File: src/rtl/fwd_hazard_unit_pkg.sv
// Package: fwd_pkg
// Shared constants for the ID-stage forwarding/hazard unit.
//   FWD_RF      : select code for "read the register file"
//   fwd_ll()    : select code for the long-latency completion bus
//   CLS_INT/FP  : register class encodings (int / float)
//   stg_lo()    : low bit of stage i inside a packed stage vector
package fwd_pkg;
  localparam int   FWD_RF  = 0;
  localparam logic CLS_INT = 1'b0;
  localparam logic CLS_FP  = 1'b1;

  // Completion bus sits just above the stage codes 1..num_stages.
  function automatic int fwd_ll(int num_stages);
    return num_stages + 1;
  endfunction

  function automatic int stg_lo(int idx, int w);
    return idx * w;
  endfunction
endpackage

File: src/rtl/fwd_hazard_unit_if.sv
// Interface: fwd_hazard_unit_if
// Groups the ID-side operand request, in-flight stage descriptors,
// long-latency issue/completion and the forwarding/stall results.
//   master : decoder / pipeline side (drives requests, reads selects)
//   slave  : fwd_hazard_unit
interface fwd_hazard_unit_if #(
  parameter int NUM_STAGES = 3,
  parameter int REG_W      = 5,
  parameter int SEL_W      = 3
);
  logic [REG_W-1:0]            rs1_id;
  logic [REG_W-1:0]            rs2_id;
  logic [1:0]                  rs_fp;
  logic [NUM_STAGES-1:0]       stg_we;
  logic [NUM_STAGES*REG_W-1:0] stg_rd;
  logic [NUM_STAGES-1:0]       stg_fp;
  logic [NUM_STAGES-1:0]       stg_ld;
  logic                        ll_issue;
  logic [REG_W-1:0]            ll_rd;
  logic                        ll_fp;
  logic                        ll_done;
  logic [REG_W-1:0]            ll_done_rd;
  logic                        ll_done_fp;
  logic [SEL_W-1:0]            fa;
  logic [SEL_W-1:0]            fb;
  logic                        fa_ld;
  logic                        fb_ld;
  logic                        stall;
  logic [REG_W:0]              ll_busy_cnt;

  modport master (
    output rs1_id, rs2_id, rs_fp, stg_we, stg_rd, stg_fp, stg_ld,
           ll_issue, ll_rd, ll_fp, ll_done, ll_done_rd, ll_done_fp,
    input  fa, fb, fa_ld, fb_ld, stall, ll_busy_cnt
  );
  modport slave (
    input  rs1_id, rs2_id, rs_fp, stg_we, stg_rd, stg_fp, stg_ld,
           ll_issue, ll_rd, ll_fp, ll_done, ll_done_rd, ll_done_fp,
    output fa, fb, fa_ld, fb_ld, stall, ll_busy_cnt
  );
endinterface

File: src/rtl/fwd_hazard_unit_ll_scoreboard.sv
// Module: ll_scoreboard
// Busy bit per (class, reg) for results owed by long-latency units,
// plus a registered population count.
//   clk, rst        : clock, synchronous active-high reset
//   ll_issue_i/rd/fp: op leaving ID, sets its destination busy
//   ll_done_i/rd/fp : completion, clears its destination
//   busy_o          : busy table [class][reg]
//   cnt_o           : number of busy entries
module ll_scoreboard
  import fwd_pkg::*;
#(
  parameter int REG_W    = 5,
  parameter int NUM_REGS = 32
) (
  input  logic                         clk,
  input  logic                         rst,
  input  logic                         ll_issue_i,
  input  logic [REG_W-1:0]             ll_rd_i,
  input  logic                         ll_fp_i,
  input  logic                         ll_done_i,
  input  logic [REG_W-1:0]             ll_done_rd_i,
  input  logic                         ll_done_fp_i,
  output logic [1:0][NUM_REGS-1:0]     busy_o,
  output logic [REG_W:0]               cnt_o
);
  logic [1:0][NUM_REGS-1:0] busy_q, busy_d;
  logic [REG_W:0]           cnt_q, cnt_d;
  logic                     iss_ok, same, set, clr;

  always_comb begin
    // x0 is hard-wired zero, never owed by anyone.
    iss_ok = ll_issue_i && !(ll_fp_i == CLS_INT && ll_rd_i == '0);
    same   = iss_ok && (ll_done_fp_i == ll_fp_i) && (ll_done_rd_i == ll_rd_i);
    // A set of an already-busy entry (WAW) is a no-op.
    set    = iss_ok && !busy_q[ll_fp_i][ll_rd_i];
    // Completions of idle entries (e.g. ops in flight across a reset) are
    // dropped so the count cannot underflow. Issue wins on same entry.
    clr    = ll_done_i && busy_q[ll_done_fp_i][ll_done_rd_i] && !same;
    busy_d = busy_q;
    if (clr) busy_d[ll_done_fp_i][ll_done_rd_i] = 1'b0;
    if (set) busy_d[ll_fp_i][ll_rd_i] = 1'b1;
    cnt_d  = cnt_q + (REG_W+1)'(set) - (REG_W+1)'(clr);
  end

  always_ff @(posedge clk) begin
    if (rst) begin
      busy_q <= '0;
      cnt_q  <= '0;
    end else begin
      busy_q <= busy_d;
      cnt_q  <= cnt_d;
    end
  end

  assign busy_o = busy_q;
  assign cnt_o  = cnt_q;
endmodule

File: src/rtl/fwd_hazard_unit.sv
// Module: fwd_hazard_unit
// ID-stage operand forwarding select and stall generation.
//   clk, rst : clock, synchronous active-high reset
//   hif      : fwd_hazard_unit_if.slave (operand indices/classes, stage
//              descriptors, long-latency issue/done; fa/fb selects,
//              fa_ld/fb_ld, stall, ll_busy_cnt)
// Selects: 0 = regfile, i+1 = stage i (0 youngest), NUM_STAGES+1 = LL bus.
module fwd_hazard_unit
  import fwd_pkg::*;
#(
  parameter int NUM_STAGES = 3,
  parameter int REG_W      = 5,
  parameter int NUM_REGS   = 32,
  parameter int SEL_W      = 3
) (
  input logic              clk,
  input logic              rst,
  fwd_hazard_unit_if.slave hif
);
  logic [1:0][REG_W-1:0]      rs;
  logic [1:0]                 op_fp;
  logic [1:0]                 x0, done_hit, ld_use, sb_stall, sel_ld;
  logic [1:0][NUM_STAGES-1:0] hit;
  logic [1:0][SEL_W-1:0]      sel;
  logic [1:0][NUM_REGS-1:0]   busy;
  logic                       waw;

  // Operand 0 = A (rs1, class rs_fp[1]), operand 1 = B (rs2, class rs_fp[0]).
  assign rs[0]    = hif.rs1_id;
  assign rs[1]    = hif.rs2_id;
  assign op_fp[0] = hif.rs_fp[1];
  assign op_fp[1] = hif.rs_fp[0];

  ll_scoreboard #(.REG_W(REG_W), .NUM_REGS(NUM_REGS)) u_sb (
    .clk          (clk),
    .rst          (rst),
    .ll_issue_i   (hif.ll_issue),
    .ll_rd_i      (hif.ll_rd),
    .ll_fp_i      (hif.ll_fp),
    .ll_done_i    (hif.ll_done),
    .ll_done_rd_i (hif.ll_done_rd),
    .ll_done_fp_i (hif.ll_done_fp),
    .busy_o       (busy),
    .cnt_o        (hif.ll_busy_cnt)
  );

  always_comb begin
    x0       = '0;
    done_hit = '0;
    hit      = '0;
    sel      = '0;
    sel_ld   = '0;
    ld_use   = '0;
    sb_stall = '0;
    for (int g = 0; g < 2; g++) begin
      x0[g]       = (op_fp[g] == CLS_INT) && (rs[g] == '0);
      done_hit[g] = hif.ll_done && (hif.ll_done_rd == rs[g]) &&
                    (hif.ll_done_fp == op_fp[g]) && !x0[g];
      for (int i = 0; i < NUM_STAGES; i++)
        hit[g][i] = hif.stg_we[i] && !x0[g] && (hif.stg_fp[i] == op_fp[g]) &&
                    (hif.stg_rd[stg_lo(i, REG_W) +: REG_W] == rs[g]);
      sel[g] = done_hit[g] ? SEL_W'(fwd_ll(NUM_STAGES)) : SEL_W'(FWD_RF);
      // Walk oldest to youngest so the youngest match is the last write.
      for (int i = NUM_STAGES - 1; i >= 0; i--)
        if (hit[g][i]) begin
          sel[g]    = SEL_W'(i + 1);
          sel_ld[g] = hif.stg_ld[i];
        end
      ld_use[g]   = hit[g][0] && hif.stg_ld[0];
      // A same-cycle completion of the busy entry is forwarded, not stalled.
      sb_stall[g] = busy[op_fp[g]][rs[g]] && !done_hit[g];
    end
  end

  assign waw       = hif.ll_issue && busy[hif.ll_fp][hif.ll_rd];
  assign hif.fa    = sel[0];
  assign hif.fb    = sel[1];
  assign hif.fa_ld = sel_ld[0];
  assign hif.fb_ld = sel_ld[1];
  assign hif.stall = (|ld_use) || (|sb_stall) || waw;
endmodule

File: src/flat_wrapper.sv
// flat-port wrapper written by rule: the top's interface ports become plain ports
module fwd_hazard_unit_flat import fwd_pkg::*;
#(
  parameter int NUM_STAGES = 3,
  parameter int REG_W      = 5,
  parameter int NUM_REGS   = 32,
  parameter int SEL_W      = 3
)
  (clk, rst, hif_rs1_id, hif_rs2_id, hif_rs_fp, hif_stg_we, hif_stg_rd, hif_stg_fp, hif_stg_ld, hif_ll_issue, hif_ll_rd, hif_ll_fp, hif_ll_done, hif_ll_done_rd, hif_ll_done_fp, hif_fa, hif_fb, hif_fa_ld, hif_fb_ld, hif_stall, hif_ll_busy_cnt);
  fwd_hazard_unit_if #(.NUM_STAGES(NUM_STAGES), .REG_W(REG_W), .SEL_W(SEL_W)) hif_i ();
  input logic clk;
  input logic rst;
  input wire logic [$bits(hif_i.rs1_id)-1:0] hif_rs1_id;
  input wire logic [$bits(hif_i.rs2_id)-1:0] hif_rs2_id;
  input wire logic [$bits(hif_i.rs_fp)-1:0] hif_rs_fp;
  input wire logic [$bits(hif_i.stg_we)-1:0] hif_stg_we;
  input wire logic [$bits(hif_i.stg_rd)-1:0] hif_stg_rd;
  input wire logic [$bits(hif_i.stg_fp)-1:0] hif_stg_fp;
  input wire logic [$bits(hif_i.stg_ld)-1:0] hif_stg_ld;
  input wire logic [$bits(hif_i.ll_issue)-1:0] hif_ll_issue;
  input wire logic [$bits(hif_i.ll_rd)-1:0] hif_ll_rd;
  input wire logic [$bits(hif_i.ll_fp)-1:0] hif_ll_fp;
  input wire logic [$bits(hif_i.ll_done)-1:0] hif_ll_done;
  input wire logic [$bits(hif_i.ll_done_rd)-1:0] hif_ll_done_rd;
  input wire logic [$bits(hif_i.ll_done_fp)-1:0] hif_ll_done_fp;
  output wire logic [$bits(hif_i.fa)-1:0] hif_fa;
  output wire logic [$bits(hif_i.fb)-1:0] hif_fb;
  output wire logic [$bits(hif_i.fa_ld)-1:0] hif_fa_ld;
  output wire logic [$bits(hif_i.fb_ld)-1:0] hif_fb_ld;
  output wire logic [$bits(hif_i.stall)-1:0] hif_stall;
  output wire logic [$bits(hif_i.ll_busy_cnt)-1:0] hif_ll_busy_cnt;
  assign hif_i.rs1_id = hif_rs1_id;
  assign hif_i.rs2_id = hif_rs2_id;
  assign hif_i.rs_fp = hif_rs_fp;
  assign hif_i.stg_we = hif_stg_we;
  assign hif_i.stg_rd = hif_stg_rd;
  assign hif_i.stg_fp = hif_stg_fp;
  assign hif_i.stg_ld = hif_stg_ld;
  assign hif_i.ll_issue = hif_ll_issue;
  assign hif_i.ll_rd = hif_ll_rd;
  assign hif_i.ll_fp = hif_ll_fp;
  assign hif_i.ll_done = hif_ll_done;
  assign hif_i.ll_done_rd = hif_ll_done_rd;
  assign hif_i.ll_done_fp = hif_ll_done_fp;
  assign hif_fa = hif_i.fa;
  assign hif_fb = hif_i.fb;
  assign hif_fa_ld = hif_i.fa_ld;
  assign hif_fb_ld = hif_i.fb_ld;
  assign hif_stall = hif_i.stall;
  assign hif_ll_busy_cnt = hif_i.ll_busy_cnt;
  fwd_hazard_unit #(.NUM_STAGES(NUM_STAGES), .REG_W(REG_W), .NUM_REGS(NUM_REGS), .SEL_W(SEL_W)) u_core (.clk(clk), .rst(rst), .hif(hif_i));
endmodule
File: config.mk
export PLATFORM = sky130hd
export DESIGN_NAME = fwd_hazard_unit_flat
export DESIGN_NICKNAME = d
export VERILOG_FILES = /design/src/rtl/fwd_hazard_unit_pkg.sv /design/src/rtl/fwd_hazard_unit_if.sv /design/src/rtl/fwd_hazard_unit_ll_scoreboard.sv /design/src/rtl/fwd_hazard_unit.sv /design/src/flat_wrapper.sv
export SDC_FILE = /design/constraint.sdc
export NUM_CORES = 1
export LEC_CHECK = 0
export BUFFER_PORTS_ARGS = -buffer_cell sky130_fd_sc_hd__buf_2
export CORE_ASPECT_RATIO = 1.2
export CORE_MARGIN = 8
export CORE_UTILIZATION = 55
export CTS_CLUSTER_DIAMETER = 120
export DETAILED_ROUTE_END_ITERATION = 12
export PLACE_DENSITY = 0.73
export SLEW_MARGIN = 30
export SYNTH_ARGS = -nofsm -noshare
export SYNTH_HDL_FRONTEND = slang
export SYNTH_HIERARCHICAL = 1
export SYNTH_SLANG_ARGS = --single-unit
File: constraint.sdc
create_clock -name clk -period 10.35 [get_ports clk]
set_clock_uncertainty 0.2 [all_clocks]
set_input_delay 1.5525 -clock clk [delete_from_list [all_inputs] [get_ports clk]]
set_output_delay 1.5525 -clock clk [all_outputs]
set_load 0.005 [all_outputs]
==> results of run 1 <==
-- final timing paths --
| kind | slack [ps] | endpoint | startpoint | cells after the start |
|---|---|---|---|---|
| max reg2reg | 6430 | u_core/u_sb/cnt_o[4] | u_core/u_sb/busy_o[53] | 14 |
| min reg2reg | 350 | u_core/u_sb/busy_o[0] | u_core/u_sb/busy_o[0] | 1 |
| min | 350 | u_core/u_sb/busy_o[0] | u_core/u_sb/busy_o[0] | 1 |
| max | 4710 | hif_stall | hif_ll_fp | 9 |
-- state kept, by name (all words and copies together) (netlist names) --
name / cells
u_core/u_sb/busy_o: 64
u_core/u_sb/cnt_o: 6
-- where the power goes --
group	switching (mW)	internal, mW	leakage [nW]
Sequential	0.00857	0.279	0.565
Combinational	0.124	0.0826	1.88
Clock	0.131	0.212	0.152
-- layout make-up --
class	instances	area, sq um	share of cell area, %
timing repair buffer	72	378	4.92
inverter	52	195	2.54
clock buffer	9	225	2.93
tap	164	205	2.67
sequential	70	1400	18.2
clock inverter	7	97.6	1.27
multi-input combinational	558	5180	67.4
-- synth_stat cells (19+ instances only) --
master	number	area (sq um)
sky130_fd_sc_hd__clkbuf_1	48	180
sky130_fd_sc_hd__dfxtp_1	70	1400
sky130_fd_sc_hd__inv_1	52	195
sky130_fd_sc_hd__mux4_1	26	683
sky130_fd_sc_hd__mux4_2	49	1100
sky130_fd_sc_hd__nand2_1	49	184
sky130_fd_sc_hd__nand3_1	45	225
sky130_fd_sc_hd__nand4_1	19	119
sky130_fd_sc_hd__nor2_1	22	82.6
sky130_fd_sc_hd__nor4_1	32	200
sky130_fd_sc_hd__o21ai_0	33	165
sky130_fd_sc_hd__o311ai_0	29	254
sky130_fd_sc_hd__o32ai_1	35	307
sky130_fd_sc_hd__xnor2_1	55	482
-- stage by stage --
stage          utilization (%)  instance area, sq um
5_1_grt                   60.7                  7690
3_3_place_gp              58.0                  7350
4_1_cts                   60.7                  7680
6_report                  60.7                  7690
2_1_floorplan                -                  7130
3_5_place_dp              58.1                  7360
-- metal layers --
layer | vias up | GRT usage, % | share of wire (%)
met5 | - | 0 | 0
met4 | 0 | 20.3 | 6.7
met2 | 634 | 45.3 | 45
li1 | 3016 | - | -
met3 | 142 | 9.91 | 14
met1 | 3522 | 35.3 | 35
-- critical path: stages --
cell and delay (ps):
sky130_fd_sc_hd__buf_2 690, sky130_fd_sc_hd__mux4_2 600, sky130_fd_sc_hd__mux2i_1 180, sky130_fd_sc_hd__a211oi_1 120
sky130_fd_sc_hd__nand4_1 130, sky130_fd_sc_hd__nand2_1 60, sky130_fd_sc_hd__nor4_1 240, sky130_fd_sc_hd__nand4b_1 140
sky130_fd_sc_hd__buf_2 150
-- kinds of logic after synthesis --
logic type,count (synthesis),share of synthesized area [%]
XOR/XNOR,59,7.24
flip-flops,70,19.6
AND/OR/NAND/NOR,246,19.8
buffers and inverters,133,8.07
adder cells (fa/ha/maj),7,1.33
AO/OA/AOI/OAI,144,15.0
multiplexers,102,29.0
==> results.txt, run 1 <==
----------------------------------------------------
[Clock network]
  TritonCTS buffer count ... 9
  Root buffer cell ... sky130_fd_sc_hd__clkbuf_16
  Clock slew seen by the registers of the worst setup and hold paths ... 60 ps
  CTS tree ... done
  Clock latency of the later-clocked register in the worst-skew pair ... approximately 340 ps
  Number of setup buffers added after CTS ... 0
  Max clock buf depth ... 2
  # hold bufs at CTS ... 0
  Sinks on the clock net ... 70
  Count of instances resized after the clock tree is built ... 0
  # H-tree levels ... 3

[Yosys]
  Gate count after technology mapping ... 761
  Number of warnings issued by yosys ... 6
  Post-synthesis area per instance ... 9.37 sq um
  Register bit total from synthesis ... 70
  Count of flip-flops with a built-in enable after synthesis ... 0
  Number of distinct library cells after synthesis ... 62
  Ys async rst share ... 0%
  Share of the yosys chip area belonging to registers ... 19.6%
  Post-synthesis cell area ... 7130 sq um
  Main synth FF type ... sky130_fd_sc_hd__dfxtp_1
  Net count after synthesis ... 820

[Placed design]
  Number of input and output port buffers inserted ... 66
  Final HPWL from detailed placement ... 16900 um
  Post-Place Setup Slack ... 4440 ps
  RD Place Congestion ... 0.960
  Placed Instances ... about 920

[Pwr]
  Power per cell area ... 109 nW/um^2
  Worst-case vdd ir drop ... 0.109 mV
  Total Power Consumption ... 0.837 mW
  Leakage power of the design ... 2.60 nW

[Layout]
  Post-synthesis to final-layout area growth ... 7.75%
  Layout filler cell count ... 1071
  Leading cell type in the layout, fill and taps excluded ... sky130_fd_sc_hd__dfxtp_1
  Number of antenna diodes ... 0
  Total Nets Final ... 822
  Fraction of final layout cells with drive strength greater than 1 ... 20.8%
  Most used cells in the layout excluding fill and tap cells ... sky130_fd_sc_hd__dfxtp_1, sky130_fd_sc_hd__buf_2, sky130_fd_sc_hd__xnor2_1, sky130_fd_sc_hd__inv_1
  Final Instance Count excl. Fillers ... 932

[Route]
  Via density ... 7.85
  DRC ... 0
  Residual antenna-violating net count after detailed routing ... 0
  Number of detailed-route iterations in the first pass ... 6
  WL final ... 25800 um
  Routed length per placed instance ... 27.7 um
  Starting DRC count in detailed routing ... about 1400
  Routed vias ... 7314

[Global route]
  Maximum number of pins on one net before global-route repair ... 82
  Number of antenna violations at the first check in global routing ... 0
  Total global-route track usage ... 29.9%
  Global route overflow ... 0
  Via count of the first global-routing pass ... 7007
  First-pass GRT wire length ... between 30000 and 40000 um

[STA]
  Actual slew at the worst max-slew pin ... 1010 ps
  RSZ-0062 raised after global routing ... false
  Max Freq ... between 0.15 and 0.2 GHz
  Final clock period utilization by the worst path ... 54.5%
  Number of endpoints failing setup at the final stage ... 0
  Least setup slack across all paths after layout ... 4710 ps
  Final count of hold timing violations ... 0
  Relative slew slack ... between 30% and 40%
  Max-slew violation count ... 0
  Worst-case hold slack ... roughly 350 ps
  Total negative slack for setup checks ... 0 ps
  Final Critical Period ... about 5600 ps

[Die]
  Die Ht ... ~140 um
  Placeable core area ... roughly 13000 sq um
  Area of the die ... 16900 sq um
  Effective utilization at floorplan ... between 50% and 60%
  X dimension of the die ... 120 um
  Number of cell rows ... 45
  IO Pins ... 67

[Critical path]
  CP endpoint kind ... output port
  Data arrival time of the critical path ... 3890 ps
  CP max FO ... 40
  Nature of the critical path startpoint ... input pin
  Worst endpoint required time ... 8600 ps
  Critical Setup Path Class ... input pin to output port

[Min path]
  Kind of path behind the tightest hold check ... flip-flop to flip-flop

[Flow run]
  Number of max-cap violations ... 0

[Status]
  Outcome ... completed

----------------------------------------------------
Power figures use the tool's default switching activity.
==> run 2, diff against run 1 <==
--- a/config.mk
+++ b/config.mk
@@ -5,13 +5,14 @@
 export SDC_FILE = /design/constraint.sdc
 export NUM_CORES = 1
 export LEC_CHECK = 0
+export ABC_AREA = 1
 export BUFFER_PORTS_ARGS = -buffer_cell sky130_fd_sc_hd__buf_2
 export CORE_ASPECT_RATIO = 1.2
 export CORE_MARGIN = 8
 export CORE_UTILIZATION = 55
 export CTS_CLUSTER_DIAMETER = 120
 export DETAILED_ROUTE_END_ITERATION = 12
-export PLACE_DENSITY = 0.73
+export PLACE_DENSITY = 0.75
 export SLEW_MARGIN = 30
 export SYNTH_ARGS = -nofsm -noshare
 export SYNTH_HDL_FRONTEND = slang
==> constraint.sdc (replaced) <==
create_clock -name clk -period 4.6 [get_ports clk]
set_clock_uncertainty 0.2 [all_clocks]
set_input_delay 0.69 -clock clk [delete_from_list [all_inputs] [get_ports clk]]
set_output_delay 0.69 -clock clk [all_outputs]
set_load 0.005 [all_outputs]
==> results.txt, run 2 <==
----------------------------------------------------
[Yosys]
  Commonest cells in the synthesized netlist ... sky130_fd_sc_hd__nand2_1, sky130_fd_sc_hd__nand3_1, sky130_fd_sc_hd__inv_1, sky130_fd_sc_hd__nor2_1, sky130_fd_sc_hd__a21oi_1
  Most area-consuming cells after synthesis ... sky130_fd_sc_hd__nand2_1, sky130_fd_sc_hd__dfxtp_1, sky130_fd_sc_hd__nand3_1, sky130_fd_sc_hd__inv_1, sky130_fd_sc_hd__nand4_1
  Count of flip-flops with a built-in enable after synthesis ... 0 (unchanged)
  Proportion of netlist area held by the largest area contributor ... 22.3% (+2.7 points)
  Post-synthesis area per instance ... 5.47 sq um (-42%)
  Register bit total from synthesis ... 70 (unchanged)
  Ys async rst share ... 0% (unchanged)
  Net count after synthesis ... 1578 (+92%)
  Library cell occupying the most area in the post-synthesis netlist ... sky130_fd_sc_hd__nand2_1
  Count leader, synth ... sky130_fd_sc_hd__nand2_1
  Share of the yosys chip area belonging to registers ... 16.9% (-2.8 points)
  Number of distinct library cells after synthesis ... 45 (-27%)
  Post-synthesis cell area ... 8310 sq um (+17%)
  Main synth FF type ... sky130_fd_sc_hd__dfxtp_1
  Gate count after technology mapping ... 1519 (+100%)
  Number of warnings issued by yosys ... 6 (unchanged)

[Route]
  Routed length per placed instance ... 18.1 um (-35%)
  Routed vias ... 10700 (+47%)
  WL final ... 31600 um (+22%)
  Residual antenna-violating net count after detailed routing ... 0 (unchanged)
  Number of detailed-route iterations in the first pass ... 7 (+1)
  DRC ... 0 (unchanged)
  Starting DRC count in detailed routing ... 1801 (+33%)
  Via density ... 6.17 (-21%)

[Clock network]
  # H-tree levels ... 3 (unchanged)
  Clock latency of the later-clocked register in the worst-skew pair ... 350 ps (about the same)
  Count of instances resized after the clock tree is built ... 0 (unchanged)
  Sinks on the clock net ... 70 (unchanged)
  TritonCTS buffer count ... 9 (unchanged)
  Number of setup buffers added after CTS ... 0 (unchanged)
  Clock slew seen by the registers of the worst setup and hold paths ... 70 ps (about the same)
  Max clock buf depth ... 2 (unchanged)
  # hold bufs at CTS ... 0 (unchanged)
  CTS tree ... done
  Root buffer cell ... sky130_fd_sc_hd__clkbuf_16

[Min path]
  Hold wc startpoint ... u_core/u_sb/busy_o[4]
  Kind of path behind the tightest hold check ... flip-flop to flip-flop

[Die]
  Number of cell rows ... 49 (+8.9%)
  IO Pins ... 67 (unchanged)
  Placeable core area ... 14900 sq um (+18%)
  Die Ht ... 151 um (+7.1%)
  Effective utilization at floorplan ... 55.8% (-0.50 points)
  X dimension of the die ... 128 um (+6.9%)
  Area of the die ... 19300 sq um (+14%)

[STA]
  Worst-case hold slack ... 346 ps (+0.412 ps)
  Number of endpoints failing setup at the final stage ... 0 (unchanged)
  Final Critical Period ... between 3000 and 4000 ps
  Max-slew violation count ... 0 (unchanged)
  Final count of hold timing violations ... 0 (unchanged)
  RSZ-0062 raised after global routing ... false
  Final clock period utilization by the worst path ... between 80% and 90%
  Actual slew at the worst max-slew pin ... 783 ps (-230 ps)
  Relative slew slack ... 47.8% (+15 points)
  Total negative slack for setup checks ... 0 ps (unchanged)
  Max Freq ... 0.257 GHz

[Pwr]
  Leakage power of the design ... 3.76 nW (+45%)
  Net load switching power ... 0.741 mW (+180%)
  Proportion of power drawn by combinational gates ... 31.6% (+6.9 points)
  Power per cell area ... 231 nW/um^2 (+110%)
  Share of total power consumed by net switching ... 36.0% (+4.5 points)
  Worst-case vdd ir drop ... 0.305 mV (+180%)
  Power share of the sequential group ... 31.7% (-2.6 points)
  Internal power ... 1.32 mW (+130%)
  Clock power share ... 36.7% (-4.3 points)

[Critical path]
  Kind of cell with the highest combined delay on the critical path ... simple AND/OR/NAND/NOR gates
  Worst endpoint required time ... 4680 ps (-3920 ps)
  Nature of the critical path startpoint ... input pin
  Data arrival time of the critical path ... 3970 ps (+80 ps)
  Launch point of the critical path ... hif_ll_done_fp
  CP max FO ... 19 (-53%)
  List of cells traversed by the critical path ... buf_2 > inv_2 > buf_4 > nand2_1 > nand3_1 > nand4_1 > nand2_1 > nand2_1 > nor2_1 > nand2_2 > and2_1 > ha_1 > inv_1 > ha_1 > fa_1 > nand2_1 > inv_1 > or2_2 > a21oi_1 > o21ai_0 > a21oi_1
  Reg-to-reg startpoint ... u_core/u_sb/busy_o[49]
  CP endpoint kind ... flip-flop
  Largest stage delay on the critical path ... 410 ps (-280 ps)
  Critical Setup Path Class ... input pin to flip-flop
  Most frequent cell on the critical path ... sky130_fd_sc_hd__nand2_1
  Count of buffering cells on the critical path with inverters included ... 5 (+3)
  Worst-path cell with the longest stage delay ... sky130_fd_sc_hd__fa_1

[Layout]
  Fraction of final layout cells with drive strength greater than 1 ... 10.6% (-10 points)
  Number of flip-flops in the largest register ... 64 (unchanged)
  Leading cell type in the layout, fill and taps excluded ... sky130_fd_sc_hd__nand2_1
  Area taken by flip-flops and latches ... 1400 sq um (unchanged)
  Most used cells in the layout excluding fill and tap cells ... sky130_fd_sc_hd__nand2_1, sky130_fd_sc_hd__nand3_1, sky130_fd_sc_hd__inv_1, sky130_fd_sc_hd__nor2_1, sky130_fd_sc_hd__a21oi_1
  Post-synthesis to final-layout area growth ... 7.03%
  Area occupied by multi-input gates ... 5620 sq um (+8.5%)
  Layout filler cell count ... 1517 (+42%)
  Number of antenna diodes ... 0 (unchanged)
  Total Nets Final ... 1590 (+93%)

[Global route]
  Number of antenna violations at the first check in global routing ... 0 (unchanged)
  First-pass GRT wire length ... 49900 um (+26%)
  Maximum number of pins on one net before global-route repair ... 104 (+27%)
  Via count of the first global-routing pass ... 9669 (+38%)
  Global route overflow ... 0 (unchanged)
  Total global-route track usage ... 32.3% (+2.4 points)

[Placed design]
  RD Place Congestion ... 1.04 (+8.5%)
  Final HPWL from detailed placement ... 21900 um (+30%)
  Number of input and output port buffers inserted ... 66 (unchanged)

[Status]
  Outcome ... completed

[Flow run]
  Number of max-cap violations ... 0 (unchanged)

----------------------------------------------------
[run 2: cell types whose count changed in the layout (fill, tap and decap cells not counted), sizes merged, moves of 37 or more]
| cell | before | now |
|---|---|---|
| a21oi | 6 | 76 |
| buf | 72 | 109 |
| inv | 53 | 153 |
| mux4 | 75 | 0 |
| nand2 | 49 | 497 |
| nand3 | 45 | 269 |
| nand4 | 19 | 75 |
| nor2 | 22 | 89 |
| nor3 | 14 | 62 |
| xnor2 | 55 | 4 |
[run 2: power groups by stage]
stage / Clock [mW] / Sequential [mW] / Combinational [mW]
after global routing: 0.783 / 0.655 / 0.719
final: 0.754 / 0.652 / 0.650
after CTS: 0.759 / 0.652 / 0.634
after detailed placement: 0 / 0.664 / 0.631
after floorplan: 0 / 0.661 / 0.468
after global placement: 0 / 0.665 / 0.625
[run 2: cell type report]
| type | instances | share of cell area [%] |
|---|---|---|
| Sequential cell | 70 | 15.7 |
| Multi-Input combinational cell | 1183 | 63.2 |
| Timing Repair Buffer | 109 | 7.90 |
| Inverter | 158 | 6.75 |
| Clock buffer | 10 | 2.57 |
| Clock inverter | 6 | 0.970 |
| Tap cell | 204 | 2.87 |
[run 2: cell families (layout without fill, tap and decap cells)]
| group | Yosys count | count (layout) | share of synthesized area [%] |
|---|---|---|---|
| fa+ha+maj | 7 | 7 | 1.14 |
| buf+inv | 266 | 283 | 15.6 |
| compound gates | 141 | 141 | 9.38 |
| flops | 70 | 70 | 16.9 |
| simple gates | 1012 | 1012 | 54.6 |
| xor+xnor | 23 | 23 | 2.42 |
[run 2: worst paths after layout]
path	to	slack, ps	cells past startpoint
hold reg to reg	u_core/u_sb/busy_o[4]	350	2
setup reg to reg	u_core/u_sb/cnt_o[4]	1200	19
hold / removal	u_core/u_sb/busy_o[4]	350	2
setup / recovery	u_core/u_sb/cnt_o[4]	700	21
[run 2: stage by stage]
| step | instances | instance area [sq um] | util [%] | worst slack [ps] | total power, mW |
|---|---|---|---|---|---|
| after detailed placement | 1724 | 8580 | 57.6 | 390 | 1.30 |
| after global placement | 1724 | 8580 | 57.6 | 430 | 1.29 |
| after CTS | 1740 | 8900 | 59.7 | 755 | 2.05 |
| final | 1740 | 8900 | 59.7 | 705 | 2.06 |
| after global routing | 1740 | 8900 | 59.7 | 544 | 2.16 |
| after floorplan | 1519 | 8310 | - | 867 | 1.13 |
[run 2: worst min-delay path, cell delays in order (launching register included)]
cell and delay (ps):
sky130_fd_sc_hd__dfxtp_1 360, sky130_fd_sc_hd__nand2_1 90, sky130_fd_sc_hd__a21oi_1 50
[run 2: layer usage]
metal / vias up / global-route usage, % / routed length [um]
met5: - / 0 / 0
met4: 0 / 23.3 / 2190
met3: 184 / 7.09 / 4210
met2: 793 / 49.7 / 13800
met1: 4745 / 39.1 / 11300
li1: 5013 / - / -
==> run 3, diff against run 2 <==
--- a/config.mk
+++ b/config.mk
@@ -5,14 +5,14 @@
 export SDC_FILE = /design/constraint.sdc
 export NUM_CORES = 1
 export LEC_CHECK = 0
-export ABC_AREA = 1
+export ABC_AREA = 0
 export BUFFER_PORTS_ARGS = -buffer_cell sky130_fd_sc_hd__buf_2
 export CORE_ASPECT_RATIO = 1.2
 export CORE_MARGIN = 8
 export CORE_UTILIZATION = 55
 export CTS_CLUSTER_DIAMETER = 120
 export DETAILED_ROUTE_END_ITERATION = 12
-export PLACE_DENSITY = 0.75
+export PLACE_DENSITY = 0.73
 export SLEW_MARGIN = 30
 export SYNTH_ARGS = -nofsm -noshare
 export SYNTH_HDL_FRONTEND = slang
==> constraint.sdc (replaced) <==
create_clock -name clk -period 3.6 [get_ports clk]
set_clock_uncertainty 0.2 [all_clocks]
set_input_delay 0.54 -clock clk [delete_from_list [all_inputs] [get_ports clk]]
set_output_delay 0.54 -clock clk [all_outputs]
set_load 0.005 [all_outputs]
==> results.txt, run 3 (synthesis gave the netlist of run 1 again) <==
----------------------------------------------------
[Status]
  Outcome ... completed

[Critical path]
  Nature of the critical path startpoint ... flip-flop
  CP endpoint kind ... flip-flop
  Data arrival time of the critical path ... 3560 ps (-410 ps)
  Worst endpoint required time ... 3620 ps (-1060 ps)
  CP max FO ... 6 (-13)
  Critical Setup Path Class ... flip-flop to flip-flop

[Global route]
  Total global-route track usage ... 32.5% (+0.18 points)
  First-pass GRT wire length ... 43200 um (-13%)
  Number of antenna violations at the first check in global routing ... 0 (unchanged)
  Via count of the first global-routing pass ... 7527 (-22%)
  Maximum number of pins on one net before global-route repair ... 65 (-38%)
  Global route overflow ... 0 (unchanged)

[Die]
  Effective utilization at floorplan ... 56.3% (+0.50 points)
  Area of the die ... 16900 sq um (-13%)
  IO Pins ... 67 (unchanged)
  Placeable core area ... 12700 sq um (-15%)
  Die Ht ... 141 um (-6.6%)
  Number of cell rows ... 45 (-8.2%)
  X dimension of the die ... 120 um (-6.5%)

[Layout]
  Final Instance Count excl. Fillers ... 1047 (-40%)
  Leading cell type in the layout, fill and taps excluded ... sky130_fd_sc_hd__buf_4
  Number of flip-flops in the largest register ... 64 (unchanged)
  Area of all placed cells without fillers ... 8710 sq um (-2.2%)
  Post-synthesis to final-layout area growth ... 22.1%
  Core Util, Final ... 68.7% (+9.0 points)
  Number of antenna diodes ... 0 (unchanged)
  Fraction of final layout cells with drive strength greater than 1 ... 33.4% (+23 points)
  Total Nets Final ... 939 (-41%)
  Most used cells in the layout excluding fill and tap cells ... sky130_fd_sc_hd__buf_4, sky130_fd_sc_hd__buf_2, sky130_fd_sc_hd__dfxtp_1, sky130_fd_sc_hd__xnor2_1

[Route]
  WL final ... 28000 um (-11%)
  Routed length per placed instance ... 26.8 um (+47%)
  Via density ... 7.36 (+19%)
  Residual antenna-violating net count after detailed routing ... 0 (unchanged)
  Starting DRC count in detailed routing ... 1114 (-38%)
  Number of detailed-route iterations in the first pass ... 5 (-2)
  DRC ... 0 (unchanged)
  Routed vias ... 7703 (-28%)

[Min path]
  Kind of path behind the tightest hold check ... input pin to flip-flop

[Pwr]
  Total Power Consumption ... 2.39 mW (+16%)
  Leakage power of the design ... 3.22 nW (-14%)
  Power per cell area ... 275 nW/um^2 (+19%)
  Worst-case vdd ir drop ... 0.409 mV (+34%)

[STA]
  Actual slew at the worst max-slew pin ... 934 ps (+152 ps)
  Max Freq ... 0.283 GHz
  Final count of hold timing violations ... 0 (unchanged)
  Final clock period utilization by the worst path ... 98.3%
  Total negative slack for setup checks ... 0 ps (unchanged)
  Relative slew slack ... 37.6% (-10 points)
  RSZ-0062 raised after global routing ... true
  Max-slew violation count ... 0 (unchanged)
  Final Critical Period ... 3540 ps
  Number of endpoints failing setup at the final stage ... 0 (unchanged)

[Clock network]
  TritonCTS buffer count ... 9 (unchanged)
  Sinks on the clock net ... 70 (unchanged)
  Clock latency of the later-clocked register in the worst-skew pair ... 330 ps (-20 ps)
  Clock slew seen by the registers of the worst setup and hold paths ... 50 ps (-20 ps)
  Root buffer cell ... sky130_fd_sc_hd__clkbuf_16
  # H-tree levels ... 3 (unchanged)
  Max clock buf depth ... 2 (unchanged)
  CTS tree ... done

[Placed design]
  Cell area after placement ... 8290 sq um (-3.4%)
  Number of input and output port buffers inserted ... 66 (unchanged)
  Final HPWL from detailed placement ... 20900 um (-4.4%)
  RD Place Congestion ... 1.00 (-3.9%)
  Placed Instances ... 1031 (-40%)

[Flow run]
  Number of max-cap violations ... 0 (unchanged)

----------------------------------------------------
## run 3: changes by cell type in the layout (fill, tap and decap cells not counted), moves of 24 or more
cell,previous run,this run
sky130_fd_sc_hd__a21oi_1,76,4
sky130_fd_sc_hd__buf_4,39,117
sky130_fd_sc_hd__inv_1,140,51
sky130_fd_sc_hd__mux4_1,0,24
sky130_fd_sc_hd__mux4_2,0,51
sky130_fd_sc_hd__nand2_1,495,49
sky130_fd_sc_hd__nand3_1,268,45
sky130_fd_sc_hd__nand4_1,75,19
sky130_fd_sc_hd__nor2_1,82,22
sky130_fd_sc_hd__nor3_1,54,11
sky130_fd_sc_hd__nor4_1,3,31
sky130_fd_sc_hd__o311ai_0,0,28
sky130_fd_sc_hd__o32ai_1,0,35
sky130_fd_sc_hd__xnor2_1,4,55
## run 3: power breakdown
| part | internal [mW] | switching, mW | total [mW] | leakage, nW |
|---|---|---|---|---|
| sequential | 0.802 | 0.0244 | 0.826 | 0.570 |
| combinational | 0.311 | 0.374 | 0.686 | 2.51 |
| clock | 0.567 | 0.313 | 0.879 | 0.142 |
| total | 1.68 | 0.711 | 2.39 | 3.22 |
## run 3: worst paths after layout
path | startpoint | to | slack (ps) | cells after the start
worst max-delay path | u_core/u_sb/busy_o[55] | u_core/u_sb/cnt_o[4] | 60 | 14
worst min-delay path | rst | u_core/u_sb/cnt_o[4] | 320 | 2
worst max register to register | u_core/u_sb/busy_o[55] | u_core/u_sb/cnt_o[4] | 60 | 14
worst min register to register | u_core/u_sb/busy_o[52] | u_core/u_sb/busy_o[52] | 330 | 2
## run 3: repair_timing
action	in CTS	in global routing
resized for setup	7	27
gates cloned	0	0
hold buffers	0	0
setup buffers	0	2
pin swaps	1	13
setup endpoints to repair	2	2
## run 3: area by class of cell
cell class | count | area, sq um
clock inverter | 1 | 30.0
timing repair buffer | 189 | 1330
tap | 164 | 205
clock buffer | 13 | 260
fill | 1020 | 3960
sequential | 70 | 1420
multi-input combinational | 558 | 5270
inverter | 52 | 195
## run 3: per-stage QoR
stage | hold slack, ps | setup slack (ps)
floorplan | 277 | -124
finish | 320 | 60.9
CTS | 322 | 2.00
detailed placement | 346 | -511
global placement | 340 | -424
global route | 348 | -40.1
## run 3: per-layer routing
layer	GRT usage, %	share of wire [%]	vias up
li1	-	-	3251
met1	40.5	37	3717
met2	51.1	47	620
met3	6.87	12	115
met4	18.6	4.8	0
met5	0	0	-
## run 3: worst max-delay path: stages, from the launching register on
cell and delay [ps]:
sky130_fd_sc_hd__dfxtp_4 370, sky130_fd_sc_hd__mux4_2 460, sky130_fd_sc_hd__mux2_4 270, sky130_fd_sc_hd__a31o_4 220, sky130_fd_sc_hd__nor4_4 360, sky130_fd_sc_hd__nand2_1 150, sky130_fd_sc_hd__ha_4 290, sky130_fd_sc_hd__inv_2 40
sky130_fd_sc_hd__ha_4 150, sky130_fd_sc_hd__fa_2 370, sky130_fd_sc_hd__a21oi_2 150, sky130_fd_sc_hd__nor2_1 50, sky130_fd_sc_hd__nor2_1 110, sky130_fd_sc_hd__xor2_1 170, sky130_fd_sc_hd__nor2_1 60
